`src/rtl/div_if.sv`:
```
// div_if: request/response bundle between the EX stage and the multi-cycle divider
// Ports (master = pipeline side, slave = divider side):
//   start, op[1:0], dividend, divisor, flush : master -> slave
//   busy, done, result                       : slave -> master
interface div_if #(parameter int XLEN = 32);
   logic            start;
   logic [1:0]      op;
   logic [XLEN-1:0] dividend;
   logic [XLEN-1:0] divisor;
   logic            flush;
   logic            busy;
   logic            done;
   logic [XLEN-1:0] result;
   modport master (output start, op, dividend, divisor, flush, input busy, done, result);
   modport slave  (input start, op, dividend, divisor, flush, output busy, done, result);
endinterface

```
`src/rtl/div_unit.sv`:
```
// div_unit: multi-cycle restoring divider for RV32M DIV/DIVU/REM/REMU
// Ports:
//   clk   : pipeline clock, rising edge
//   rst_n : asynchronous active-low reset
//   bus   : div_if.slave -- start/op/dividend/divisor/flush in, busy/done/result out (all registered)
module div_unit #(parameter int XLEN = 32) (
   input logic  clk,
   input logic  rst_n,
   div_if.slave bus
);
   localparam int CW = $clog2(XLEN);
   typedef enum logic [1:0] {IDLE, CALC, FIX, DONE} state_t;
   state_t          state;
   logic [1:0]      op_q;
   logic            sgn_a, sgn_b, busy_q, done_q;
   logic [XLEN-1:0] rem, quo, dvs, res_q;
   logic [CW-1:0]   cnt;
   logic            is_signed, div0, ovf, neg_q, neg_r;
   logic [XLEN-1:0] mag_a, mag_b, spec_res, fix_res;
   logic [XLEN:0]   sh, diff;
   assign is_signed = ~bus.op[0];
   assign mag_a     = is_signed && bus.dividend[XLEN-1] ? -bus.dividend : bus.dividend;
   assign mag_b     = is_signed && bus.divisor[XLEN-1] ? -bus.divisor : bus.divisor;
   assign div0      = bus.divisor == '0;
   assign ovf       = is_signed && bus.dividend == {1'b1, {(XLEN-1){1'b0}}} && &bus.divisor;
   // on overflow the dividend itself is the most-negative quotient
   assign spec_res  = div0 ? (bus.op[1] ? bus.dividend : '1) : (bus.op[1] ? '0 : bus.dividend);
   // the stored remainder is always below the divisor, so it fits XLEN bits; the
   // shifted value needs one extra bit and the borrow of the trial subtract is diff[XLEN]
   assign sh        = {rem, quo[XLEN-1]};
   assign diff      = sh - {1'b0, dvs};
   assign neg_q     = op_q == 2'b00 && (sgn_a ^ sgn_b);
   assign neg_r     = op_q == 2'b10 && sgn_a;
   assign fix_res   = op_q[1] ? (neg_r ? -rem : rem) : (neg_q ? -quo : quo);
   assign bus.busy   = busy_q;
   assign bus.done   = done_q;
   assign bus.result = res_q;
   always_ff @(posedge clk or negedge rst_n) begin
      if (!rst_n) begin
         state  <= IDLE;
         op_q   <= '0;
         sgn_a  <= 1'b0;
         sgn_b  <= 1'b0;
         rem    <= '0;
         quo    <= '0;
         dvs    <= '0;
         cnt    <= '0;
         busy_q <= 1'b0;
         done_q <= 1'b0;
         res_q  <= '0;
      end else if (bus.flush) begin
         state  <= IDLE;
         busy_q <= 1'b0;
         done_q <= 1'b0;
      end else begin
         case (state)
            IDLE: if (bus.start) begin
               op_q  <= bus.op;
               sgn_a <= is_signed & bus.dividend[XLEN-1];
               sgn_b <= is_signed & bus.divisor[XLEN-1];
               rem   <= '0;
               quo   <= mag_a;
               dvs   <= mag_b;
               cnt   <= CW'(XLEN-1);
               if (div0 || ovf) begin
                  res_q  <= spec_res;
                  done_q <= 1'b1;
                  state  <= DONE;
               end else begin
                  busy_q <= 1'b1;
                  state  <= CALC;
               end
            end
            CALC: begin
               rem <= diff[XLEN] ? sh[XLEN-1:0] : diff[XLEN-1:0];
               quo <= {quo[XLEN-2:0], ~diff[XLEN]};
               cnt <= cnt - CW'(1);
               if (cnt == '0) state <= FIX;
            end
            FIX: begin
               res_q  <= fix_res;
               busy_q <= 1'b0;
               done_q <= 1'b1;
               state  <= DONE;
            end
            DONE: begin
               done_q <= 1'b0;
               state  <= IDLE;
            end
         endcase
      end
   end
endmodule

```
`src/flat_wrapper.sv`:
```
// flat-port wrapper written by rule: the top's interface ports become plain ports
module div_unit_flat 
#(parameter int XLEN = 32)
  (clk, rst_n, bus_start, bus_op, bus_dividend, bus_divisor, bus_flush, bus_busy, bus_done, bus_result);
  div_if #(.XLEN(XLEN)) bus_i ();
  input logic clk;
  input logic rst_n;
  input wire logic [$bits(bus_i.start)-1:0] bus_start;
  input wire logic [$bits(bus_i.op)-1:0] bus_op;
  input wire logic [$bits(bus_i.dividend)-1:0] bus_dividend;
  input wire logic [$bits(bus_i.divisor)-1:0] bus_divisor;
  input wire logic [$bits(bus_i.flush)-1:0] bus_flush;
  output wire logic [$bits(bus_i.busy)-1:0] bus_busy;
  output wire logic [$bits(bus_i.done)-1:0] bus_done;
  output wire logic [$bits(bus_i.result)-1:0] bus_result;
  assign bus_i.start = bus_start;
  assign bus_i.op = bus_op;
  assign bus_i.dividend = bus_dividend;
  assign bus_i.divisor = bus_divisor;
  assign bus_i.flush = bus_flush;
  assign bus_busy = bus_i.busy;
  assign bus_done = bus_i.done;
  assign bus_result = bus_i.result;
  div_unit #(.XLEN(XLEN)) u_core (.clk(clk), .rst_n(rst_n), .bus(bus_i));
endmodule
```
`config.mk`:
```
export PLATFORM = sky130hd
export DESIGN_NAME = div_unit_flat
export DESIGN_NICKNAME = d
export VERILOG_FILES = /design/src/rtl/div_if.sv /design/src/rtl/div_unit.sv /design/src/flat_wrapper.sv
export SDC_FILE = /design/constraint.sdc
export NUM_CORES = 1
export LEC_CHECK = 0
export BUFFER_PORTS_ARGS = -buffer_cell sky130_fd_sc_hd__buf_2
export CAP_MARGIN = 30
export CORE_ASPECT_RATIO = 1.1
export CORE_UTILIZATION = 50
export CTS_BUF_LIST = sky130_fd_sc_hd__clkbuf_2
export CTS_CLUSTER_DIAMETER = 100
export DETAILED_ROUTE_END_ITERATION = 10
export MAX_ROUTING_LAYER = met4
export PLACE_DENSITY_LB_ADDON = 0.3
export SLEW_MARGIN = 25
export SYNTH_ARGS = -nofsm -noshare
export SYNTH_HDL_FRONTEND = slang
export SYNTH_SLANG_ARGS = --single-unit
```
`constraint.sdc`:
```
create_clock -name clk -period 3.6 [get_ports clk]
set_clock_uncertainty 0.15 [all_clocks]
set_input_delay 0.18 -clock clk [delete_from_list [all_inputs] [get_ports clk]]
set_output_delay 0.18 -clock clk [all_outputs]
set_load 0.01 [all_outputs]
```
Word level (Yosys, flattened, before mapping)

Index checks and enable logic that the tools add are counted.

Register bits after elaboration: 141
Output and inout port bits: 34

Add/sub/neg operators: 6
Equal/unequal tests: 11
Multiplexer cells: 31
Bitwise logic cells: 6
Reductions and logical operators: 22

Operators with widths:

| kind                                                                | count |
|---|---|
| 32-bit two-way mux                                                  | 13 |
| 32-bit case mux with 2 select lines                                 | 3 |
| 32-bit negation                                                     | 4 |
| 33-bit by 32-bit subtractor with 33-bit output                      | 1 |
| 32-bit == test (second input constant)                              | 1 |
| 32-bit zero test                                                    | 1 |
| 32-bit AND reduction                                                | 1 |
| 3-bit AND reduction                                                 | 4 |
| 5-bit case mux with 2 select lines                                  | 1 |
| 2-bit two-way mux                                                   | 4 |
| 2-bit case mux with 4 select lines                                  | 1 |
| 2-bit == test (second input constant)                               | 3 |
| 1-bit logical AND                                                   | 6 |
| 1-bit two-way mux                                                   | 6 |
| 3-bit by 2-bit != test with 1-bit output (second input constant)    | 2 |
| 3-bit != test (second input constant)                               | 2 |
| 5-bit zero test                                                     | 1 |
| 5-bit two-way mux                                                   | 1 |
| 5-bit by 1-bit subtractor with 5-bit output (second input constant) | 1 |
| 2-bit zero test                                                     | 2 |
| 4-bit AND reduction                                                 | 1 |
| 2-bit nonzero test                                                  | 2 |
| 4-bit nonzero test                                                  | 1 |
| 1-bit NOT                                                           | 3 |
| 10 further kinds                                                    | 11 |

Longest topological paths before layout

Word-level depth: 8
Mapped depth: 13

Least setup slack after synthesis

Ideal clock, no wire load.

Path kind: register -> register
Start point: reg u_core.dvs[0]
End point: reg u_core.rem[15]
Setup time: 133 ps
Arrival: 2,862 ps
Required time: 3,317 ps
Path slack: 455 ps
Cell stages (with the launch flop): 13
Path through: dfrtp_1 ha_1 fa_1 nand2b_1 a21oi_1 o211ai_1 nand4_1 a41oi_1 o21ai_0 xor2_1 buf_4 mux2i_1 o21ai_0

Word-level cells in the longest chain between the ends: 3

RTL lines:

| what                                           | RTL line       | text |
|---|---|---|
| start: declaration                             | div_unit.sv:16 | `logic [XLEN-1:0] rem, quo, dvs, res_q;` |
| start signal: assignment                       | div_unit.sv:63 | `dvs <= mag_b;` |
| 33-bit by 32-bit subtractor with 33-bit output | div_unit.sv:31 | `assign diff = sh - {1'b0, dvs};` |
| 32-bit two-way mux                             | div_unit.sv:75 | `rem <= diff[XLEN] ? sh[XLEN-1:0] : diff[XLEN-1:0];` |
| 32-bit case mux with 2 select lines            | div_unit.sv:56 | `case (state)` |
| end signal: assignment                         | div_unit.sv:75 |  |
| end: declaration                               | div_unit.sv:16 |  |

No other way between the ends.
A chain may end at the register's enable or synchronous reset.

Worst setup path after layout

Start point: reg u_core.rem[2]
End point: reg u_core.rem[31]

Word-level cells in the longest chain between the ends: 3

RTL lines:

| what                                           | RTL line |
|---|---|
| 33-bit by 32-bit subtractor with 33-bit output | div_unit.sv:31 |
| 32-bit two-way mux                             | div_unit.sv:75 |
| 32-bit case mux with 2 select lines            | div_unit.sv:56 |

No other way between the ends.

==> results.toml <==
[setup_path]
reg2reg_depth = 9
worstSetupEndpointType = "flip-flop"
worst-path-max-fanout = 8
worstPathRequired_ns = 4.14
cp_data_arrival_time_ns = 3.85
path_class = "flip-flop to flip-flop"
path_cells = "ha_1, or4_1, nor2_1, o21ai_1, a311oi_2, o211ai_1, a221o_1, a22o_1, o21ai_0"
r2r_start = "u_core.rem[2]"
r2r_end = "u_core.rem[31]"
cp-start-kind = "flip-flop"
crit_path_top_delay_cell = "or4_1"
worst_path_largest_cell_delay_ns = 0.55
critical-path-top-delay-family = "compound AO/OA/AOI/OAI gates"
worst-path-buf-inv = 0
reg2reg_slack_ns = 0.29

[sta]
period_minus_slack_ns = 3.31
grt_setup_unrepaired = "no"
setup_violations = 0
maxSlewViolCount = 0
tns_ns = 0
slew_headroom = 0.559
min_period_over_period = 0.920
fin_ws_ns = 0.288
hold_violations = 0
tightestPinTransition_ns = 0.660
fmax_mhz = 302

[cts]
root_buffer = "clkbuf_2"
cts_tree = "done"
clk_latency_ns = 0.78
cts_buffer_depth = 2
cts_buffers = 17
clkTransAtPathRegs_ns = 0.23
h-tree-depth = 4
post_cts_buffers = 0
clock-sinks = 141

[placed_design]
gp_congestion = 0.920
dpl_cell_area_um2 = 12200
hpwl_um = 23800
port_buffers = 103
dpl_worst_slack_ns = 0.205

[yosys]
synth.area.top_cells = "dfrtp_1 31%, nand2_1 7.9%, o21ai_0 7.6%"
synthCells = 1458
yosys_warnings = 0
synth_edf_count = 0
ys_ff_latch = 141
async_flop_share = 1.00
synth.distinct_cells = 66
syn_area_um2 = 11200
synth_fp_nets = 1572
synth_top_cell_area_share = 0.315
synth_area_leader_cell = "dfrtp_1"
yosysSeqAreaShare = 0.315
synth-main-ff-cell = "dfrtp_1"
syn_avg_cell_area_um2 = 7.68

[min_path]
holdPathEnd = "u_core.dvs[28]"
worstHoldPathCells = 4
hp-class = "primary input to flip-flop"
hp-start = "bus_divisor[28]"

[global_route]
first_global_vias = 10900
grt_use_total = 0.309
grt_antenna_before_repair = 1
grt_max_degree = 68
grt_pass1_wl_um = 54100
overflow = 0

[route]
drt_first_iter_violations = 968
drtAntennaViolNets = 0
wire_per_inst_um = 17.0
wl_um = 33400
drc = 0
dr_total_vias = 11400
first_pass_iters = 6
viasPerCell = 5.78

[pwr]
power_density_nw_per_um2 = 777
power_w = 0.0106
leakagePower_nw = 5.88
ir_drop_uv = 447

[status]
status = "finished clean"

[cells_and_area]
fin_area_um2 = 13600
area_growth_pct = 21.4
drive_gt1_frac = 0.127
finalNetCount = 1773
utilization = 0.617

[floorplanning]
die-area_um2 = 23000
pin_count = 104
design.core.area_um2 = 22000
initial_core_util = 0.508
die_y_um = 159
rows = 57
die_w_um = 145

[flow_run]
maxCapViolCount = 0
## state kept, by name, summed over array words and instances, names as in the netlist
name               cells
u_core.state           2
u_core.quo            32
u_core.rem            32
u_core.bus.done        1
u_core.sgn_a           1
u_core.cnt             5
u_core.sgn_b           1
u_core.bus.result     32
u_core.op_q            2
u_core.bus.busy        1
u_core.dvs            32
## power breakdown
| part | internal [W] | switching (W) | total [W] | leakage [nW] |
|---|---|---|---|---|
| clock | 0.000460 | 0.000654 | 0.00111 | 0.155 |
| sequential | 0.00223 | 0.000655 | 0.00288 | 1.80 |
| combinational | 0.00278 | 0.00378 | 0.00657 | 3.92 |
## metrics by stage
step	instances	hold slack, ns
2_1_floorplan	1458	-0.266
3_3_place_gp	1828	0.253
3_5_place_dp	1829	0.0870
4_1_cts	1967	0.111
5_1_grt	1968	0.175
6_report	1968	0.184
## placed cells by master, fill, tap and decap left out, types with 4 or more instances in the layout
cell             n
o211ai_1        13
o21ai_0        169
a21o_1          12
o21a_1           6
bufinv_16        4
o21ai_1         28
mux2i_1         28
o31ai_1         25
ha_1            41
buf_2          102
xnor2_1         73
clkbuf_2        18
nand2_1        234
buf_4           49
xor2_1          76
or3_1           12
clkinvlp_4       4
dlygate4sd3_1  105
or4_1           13
nor4_1          15
or2_2            4
dfrtp_1        141
nand2b_1        14
a31oi_1         14
nor2_1         128
a21oi_1        125
o221ai_1         8
o41ai_1         10
nor2b_1          6
nor3_1          20
nand4_1         14
nand3_1         12
a211oi_1        29
inv_1           54
## worst max path at each step
stage	start	to	slack, ns	depth (start not counted)
finish	u_core.rem[2]	u_core.rem[31]	0.29	9
global route	u_core.quo[31]	u_core.rem[20]	0.02	13
CTS	u_core.quo[31]	u_core.rem[5]	0.17	13
detailed placement	u_core.dvs[0]	u_core.rem[5]	0.21	12
global placement	u_core.quo[31]	u_core.rem[9]	0.31	13
floorplan	u_core.dvs[0]	u_core.rem[15]	0.46	12
## worst min-delay path, cell delays in order
cell           delay [ns]
dlygate4sd3_1        0.53
buf_2                0.16
xor2_1               0.08
o21ai_0              0.15
## repair_timing
item	CTS	global route
endpoints found under the setup margin	0	28
gates resized for setup	0	1
endpoints found under the hold margin	250	0
hold buffers	106	0
## cell type report
class                   instances  area, µm²
fillers                      1917       8440
clock inverters                14        190
clock buffers                  18       90.1
inverters                      54        203
repair buffers                261       2030
flip-flops and latches        141       3530
diodes                          1       2.50
multi-input cells            1184       7190
well taps                     295        369
## cell usage after synthesis, drive strengths merged, types with 16 or more instances
cell type and n:
nor2 128, nor4 16, inv 54, mux2i 28
ha 43, xor2 77, buf 20, dfrtp 141
nand2 235, a211oi 29, nor3 23, o21ai 197
clkbuf 59, a21oi 125, xnor2 73, o31ai 25
## cells by family (layout without fill, tap and decap cells)
kind of cell / count (synthesis) / after routing / share of synthesized area
muxes: 31 / 31 / 0.0280
adders and majority gates: 44 / 44 / 0.0498
and+or+nand+nor: 493 / 493 / 0.198
other: 0 / 1 / 0
DFF: 141 / 141 / 0.315
AOI/OAI and AO/OA: 466 / 466 / 0.245
buffers and inverters: 133 / 347 / 0.0474
xor gates and xnor gates: 150 / 150 / 0.117
## metal layers
| layer | wire [µm] | part of all wire | GRT usage | vias to the layer above |
|---|---|---|---|---|
| li1 | - | - | - | 5552 |
| met1 | 14500 | 0.43 | 0.383 | 5300 |
| met2 | 16100 | 0.48 | 0.504 | 441 |
| met3 | 1700 | 0.051 | 0.0367 | 75 |
| met4 | 1140 | 0.034 | 0.129 | 0 |
| met5 | 0 | 0 | - | - |
Note: power is estimated with default switching activity, not from simulation.
